**src/rtl/rvfi_causal_window_check.sv**
```systemverilog
// Causality checker for one writer instruction on the RVFI retirement bus: flags later-ordered
// readers of its destination and excessive reordering. Memory causality under RISCV_FORMAL_CAUSAL_MEM_EN.
module rvfi_causal_window_check #(
    parameter int NRET        = 1,
    parameter int CHANNEL_IDX = 0,
    parameter int MAX_REORDER = 8,
    parameter int XLEN        = 32
) (
    input  logic                     clock,
    input  logic                     reset,
    input  logic                     check,
    input  logic [63:0]              tgt_order,
    input  logic [4:0]               tgt_reg,
    input  logic [NRET-1:0]          rvfi_valid,
    input  logic [64*NRET-1:0]       rvfi_order,
    input  logic [5*NRET-1:0]        rvfi_rs1_addr,
    input  logic [5*NRET-1:0]        rvfi_rs2_addr,
    input  logic [5*NRET-1:0]        rvfi_rd_addr,
`ifdef RISCV_FORMAL_CAUSAL_MEM_EN
    input  logic [XLEN*NRET-1:0]     rvfi_mem_addr,
    input  logic [XLEN/8*NRET-1:0]   rvfi_mem_rmask,
    input  logic [XLEN/8*NRET-1:0]   rvfi_mem_wmask,
    input  logic [XLEN-1:0]          tgt_mem_addr,
    output logic                     mem_fail,
`endif
    output logic                     done,
    output logic                     causal_fail,
    output logic                     reorder_fail,
    output logic [7:0]               reorder_cnt
);

    // state    | meaning
    // ST_WATCH | counting later retirements, waiting for the writer
    // ST_DONE  | writer accepted, verdicts frozen until reset
    typedef enum logic {ST_WATCH, ST_DONE} state_t;

    // One extra bit so MAX_REORDER=255 can still saturate at 256.
    localparam int CW = 9;
    localparam logic [CW-1:0] SAT = CW'(MAX_REORDER + 1);
    localparam logic [CW-1:0] LIMIT = CW'(MAX_REORDER);

    state_t          state;
    logic [CW-1:0]   cnt_q;
    logic [CW-1:0]   cnt_next;
    logic [CW:0]     cnt_sum;
    logic            pend_q;
    logic            pend_next;
    logic [NRET-1:0] later;
    logic            any_reader;
    logic            qualified;
    logic            unused_rd;

    always_comb begin
        later      = '0;
        any_reader = 1'b0;
        for (int c = 0; c < NRET; c++) begin
            later[c] = rvfi_valid[c] && (rvfi_order[64*c +: 64] > tgt_order);
            if (later[c] && tgt_reg != 5'd0 &&
                (rvfi_rs1_addr[5*c +: 5] == tgt_reg || rvfi_rs2_addr[5*c +: 5] == tgt_reg))
                any_reader = 1'b1;
        end
    end

    always_comb begin
        cnt_sum = {1'b0, cnt_q};
        for (int c = 0; c < NRET; c++)
            if (later[c])
                cnt_sum = cnt_sum + (CW+1)'(1);
        cnt_next = (cnt_sum >= {1'b0, SAT}) ? SAT : cnt_sum[CW-1:0];
    end

    assign pend_next = pend_q | any_reader;

    assign qualified = check && rvfi_valid[CHANNEL_IDX]
                    && rvfi_rd_addr[5*CHANNEL_IDX +: 5] == tgt_reg
                    && rvfi_order[64*CHANNEL_IDX +: 64] == tgt_order
                    && tgt_reg != 5'd0;

    assign unused_rd = ^rvfi_rd_addr;

    assign reorder_cnt = cnt_q[CW-1] ? 8'hFF : cnt_q[7:0];

`ifdef RISCV_FORMAL_CAUSAL_MEM_EN
    // Loads compare at word granularity: byte-offset bits are ignored.
    localparam int LSB = $clog2(XLEN/8);
    localparam logic [XLEN-1:0] ADDR_MASK = {XLEN{1'b1}} << LSB;

    logic pend_mem_q;
    logic pend_mem_next;
    logic mem_hit;
    logic writer_store;
    logic unused_wmask;

    always_comb begin
        mem_hit = 1'b0;
        for (int c = 0; c < NRET; c++)
            if (later[c] && rvfi_mem_rmask[c*(XLEN/8) +: XLEN/8] != '0 &&
                (rvfi_mem_addr[c*XLEN +: XLEN] & ADDR_MASK) == (tgt_mem_addr & ADDR_MASK))
                mem_hit = 1'b1;
    end

    assign pend_mem_next = pend_mem_q | mem_hit;
    assign writer_store  = rvfi_mem_wmask[CHANNEL_IDX*(XLEN/8) +: XLEN/8] != '0;
    assign unused_wmask  = ^rvfi_mem_wmask;
`else
    localparam int unused_xlen = XLEN;
`endif

    always_ff @(posedge clock) begin
        if (reset) begin
            state        <= ST_WATCH;
            done         <= 1'b0;
            causal_fail  <= 1'b0;
            reorder_fail <= 1'b0;
            cnt_q        <= '0;
            pend_q       <= 1'b0;
`ifdef RISCV_FORMAL_CAUSAL_MEM_EN
            pend_mem_q   <= 1'b0;
            mem_fail     <= 1'b0;
`endif
        end else if (state == ST_WATCH) begin
            cnt_q  <= cnt_next;
            pend_q <= pend_next;
`ifdef RISCV_FORMAL_CAUSAL_MEM_EN
            pend_mem_q <= pend_mem_next;
`endif
            if (qualified) begin
                state        <= ST_DONE;
                done         <= 1'b1;
                causal_fail  <= pend_next;
                reorder_fail <= cnt_next > LIMIT;
`ifdef RISCV_FORMAL_CAUSAL_MEM_EN
                mem_fail     <= pend_mem_next && writer_store;
`endif
            end
        end
    end

`ifdef FORMAL
    logic past_qual;

    always_ff @(posedge clock) begin
        if (reset)
            past_qual <= 1'b0;
        else
            past_qual <= (state == ST_WATCH) && qualified;
    end

    always_comb begin
        assume (tgt_reg != 5'd0);
        if (check)
            assume (qualified);
        if (past_qual) begin
            assert (!causal_fail);
            assert (!reorder_fail);
`ifdef RISCV_FORMAL_CAUSAL_MEM_EN
            assert (!mem_fail);
`endif
        end
    end
`endif

endmodule

```
**config.mk**
```make
export PLATFORM = sky130hd
export DESIGN_NAME = rvfi_causal_window_check
export DESIGN_NICKNAME = d
export VERILOG_FILES = /design/src/rtl/rvfi_causal_window_check.sv
export SDC_FILE = /design/constraint.sdc
export NUM_CORES = 1
export LEC_CHECK = 0
export BUFFER_PORTS_ARGS = -buffer_cell sky130_fd_sc_hd__buf_2
export CELL_PAD_IN_SITES_DETAIL_PLACEMENT = 0
export CELL_PAD_IN_SITES_GLOBAL_PLACEMENT = 2
export CORE_UTILIZATION = 22
export DETAILED_ROUTE_END_ITERATION = 12
export PLACE_DENSITY = 0.89
export SLEW_MARGIN = 5
export SYNTH_ARGS = -nofsm -noshare
export SYNTH_HDL_FRONTEND = slang
export SYNTH_SLANG_ARGS = --single-unit
```
**constraint.sdc**
```tcl
create_clock -name clock -period 3.1 [get_ports clock]
set_input_delay 0.155 -clock clock [delete_from_list [all_inputs] [get_ports clock]]
set_output_delay 0.155 -clock clock [all_outputs]
set_load 0.1 [all_outputs]
```
==> run_results.csv <==
group,metric,value,unit
cells_and_area,drive_gt1_share,38.5,%
logic_synthesis,yosysSeqAreaShare,10.8,%
routing,routed_via_density,4.43,
cells_and_area,final_nets,742,
routing,antenna_left,0,
logic_synthesis,syn_area_per_cell,7.43,sq um
routing,drt_iter0_markers,173,
timing,whs,0.203,ns
cells_and_area,final_area,3790,sq um
timing,hold_viol,0,
cts,holdBufCountCts,0,
timing,fin_skew,0.00243,ns
grt,antenna_found_initial,0,
die,placementRows,39,
cts,clock-sinks,14,
die,fp.dieH,111,um
logic_synthesis,async_reset_ff_share,0,%
cts,clock-root-buffer,"clkbuf_16",
cts,htree_levels,1,
grt,grt_util_met3,1.92,%
place,dp_hpwl,7.00,mm
grt,busiest_layer,"met2",
logic_synthesis,synth_area,2590,sq um
grt,grt_max_degree,12,
timing,max_freq,346,MHz
die,die-area,12200,sq um
cts,clk_pin_slew,0.05,ns
logic_synthesis,synth_flop_cell,"dfxtp_1",
cells_and_area,area_delta_synth_final,46.2,%
routing,detail_route.wl_per_cell,11.5,um
routing,drc_errors,0,
logic_synthesis,yosysTopAreaCell,"ha_1",
timing,min_period,2.89,ns
cts,clockBufferDepth,2,
grt,grt_pass1_wl,13.0,mm
pwr,power_leakage,2.16,nW
pwr,vdd_ir_drop_max,211,uV
timing,post-route-period-util,93.3,%
routing,wl,7.69,mm
setup_path,worst-setup-path-type,"in -> reg",
die,start_util,22.6,%
place,gp_congestion,0.762,
place,place.port_buffers,162,
setup_path,worstPathArrival,3.02,ns
routing,first_pass_iters,4,
cells_and_area,instances_no_fill,667,
place,placed_area,3660,sq um
timing,tightest_slew,0.490,ns
cts,clk_latency,0.24,ns
logic_synthesis,synth_edf_count,0,
logic_synthesis,synth-seq-cells,14,
timing,final.setup.tns,0,ns
run_status,outcome,"finished clean",
logic_synthesis,synthTopCellsByArea,"ha_1, dfxtp_1, inv_1",
grt,track_usage,12.6,%
cts,cts_tree,"done",
timing,worst_slew_margin_rel,67.5,%
worst_hold_path,min_path_type,"in -> reg",
grt,grt_pass1_vias,2970,
timing,setup_slack,0.208,ns
grt,met1_usage,16.0,%
setup_path,start_kind,"primary input",
routing,via_count,2954,
cts,post-cts-setup-buffers,0,
setup_path,required,3.23,ns
logic_synthesis,synth.top_cell.area_share,31.4,%
logic_synthesis,syn_inst,349,
cts,cts_buffers,3,
place,place_inst,663,
cells_and_area,n_antenna_cell,0,
logic_synthesis,synth_fp_nets,566,
timing,final-setup-viol-count,0,
setup_path,end_kind,"flip-flop",
grt,grt_overflow,0,
setup_path,worst-path-max-fanout,5,
timing,rsz0062_at_grt,"no",
flow_run,drv_cap,0,
logic_synthesis,synthDistinctLibCells,43,
grt,use_met2,22.8,%
die,io-pin-count,163,
place,dp_slack,-0.107,ns
logic_synthesis,synth_warnings,0,
timing,slew_viol_final,0,
die,die_width,111,um
die,core,11500,sq um
pwr,p_per_area,216,nW/um^2
[stage by stage]
stage | power, mW | utilization [%]
2_1_floorplan | 0.388 | -
3_3_place_gp | 0.542 | 31.9
3_5_place_dp | 0.549 | 31.9
4_1_cts | 0.820 | 32.7
5_1_grt | 0.888 | 33.0
6_report | 0.818 | 33.0
[repair_timing]
item / in CTS / in global routing
endpoints found under the hold margin: 0 / 0
resized for setup: 0 / 8
endpoints found under the setup margin: 0 / 3
[Yosys cell counts, types with 7 or more instances]
| cell | instances |
|---|---|
| inv_1 | 66 |
| ha_1 | 65 |
| a21oi_1 | 32 |
| nand2_1 | 22 |
| nand4_1 | 18 |
| nor2_1 | 18 |
| dfxtp_1 | 14 |
| nand3_1 | 11 |
| xnor2_1 | 10 |
| nor3_1 | 9 |
| or2_2 | 9 |
| xor2_1 | 7 |
[cells by family after synthesis]
group           share of synthesized area (%)
buf+inv                                  10.0
compound gates                           16.3
simple gates                             24.6
mux                                      1.16
xor+xnor                                 5.74
flops                                    10.8
fa+ha+maj                                31.4
[per-layer routing]
metal	wire (um)	part of all wire, %
met1	3570	46
met4	22	0.29
met5	0	0
met2	3640	47
met3	456	5.9
[final timing paths]
check	start	to	slack (ns)	depth (start not counted)
worst max-delay path	tgt_order[35]	cnt_q[0]	0.21	13
worst min-delay path	reset	cnt_q[3]	0.20	2
worst max register to register	cnt_q[0]	cnt_q[3]	1.11	8
worst min register to register	reorder_fail	reorder_fail	0.47	2
[flip-flops by register name, indices dropped and copies added, names as in the netlist]
name and cells:
cnt_q 9, causal_fail 1, done 1, pend_q 1
reorder_fail 1, state 1
[report_power, final]
part	switching (mW)	total [mW]	internal, mW
clock	0.0713	0.266	0.195
combinational	0.180	0.365	0.185
sequential	0.00329	0.186	0.183
total	0.255	0.818	0.563
[worst max-delay path: stages]
cell      delay (ns)
buf_2           0.07
inv_1           0.03
ha_1            0.33
a21oi_2         0.14
o21ai_1         0.09
a221o_1         0.35
o31a_1          0.27
nor4_4          0.36
a21oi_2         0.14
or4_4           0.45
a311oi_4        0.34
a21oi_1         0.12
o21a_1          0.17
[placed cells by master, fill, tap and decap left out, types with 5 or more instances in the layout]
master	n
nand3_1	11
nor3_1	8
buf_2	162
ha_1	65
inv_1	66
nand4_1	18
or2_2	9
dfxtp_1	14
and2_1	6
nand2_1	22
buf_4	12
xor2_1	7
xnor2_1	10
a21oi_1	29
nor2_1	18
o21ai_1	5
a21o_1	6
[layout make-up]
class	count	area [sq um]
clock buffers	4	88.8
flip-flops and latches	14	280
repair buffers	174	901
inverters	66	248
fillers	1226	7680
well taps	143	179
multi-input cells	266	2090
(Power assumes the default switching activity.)
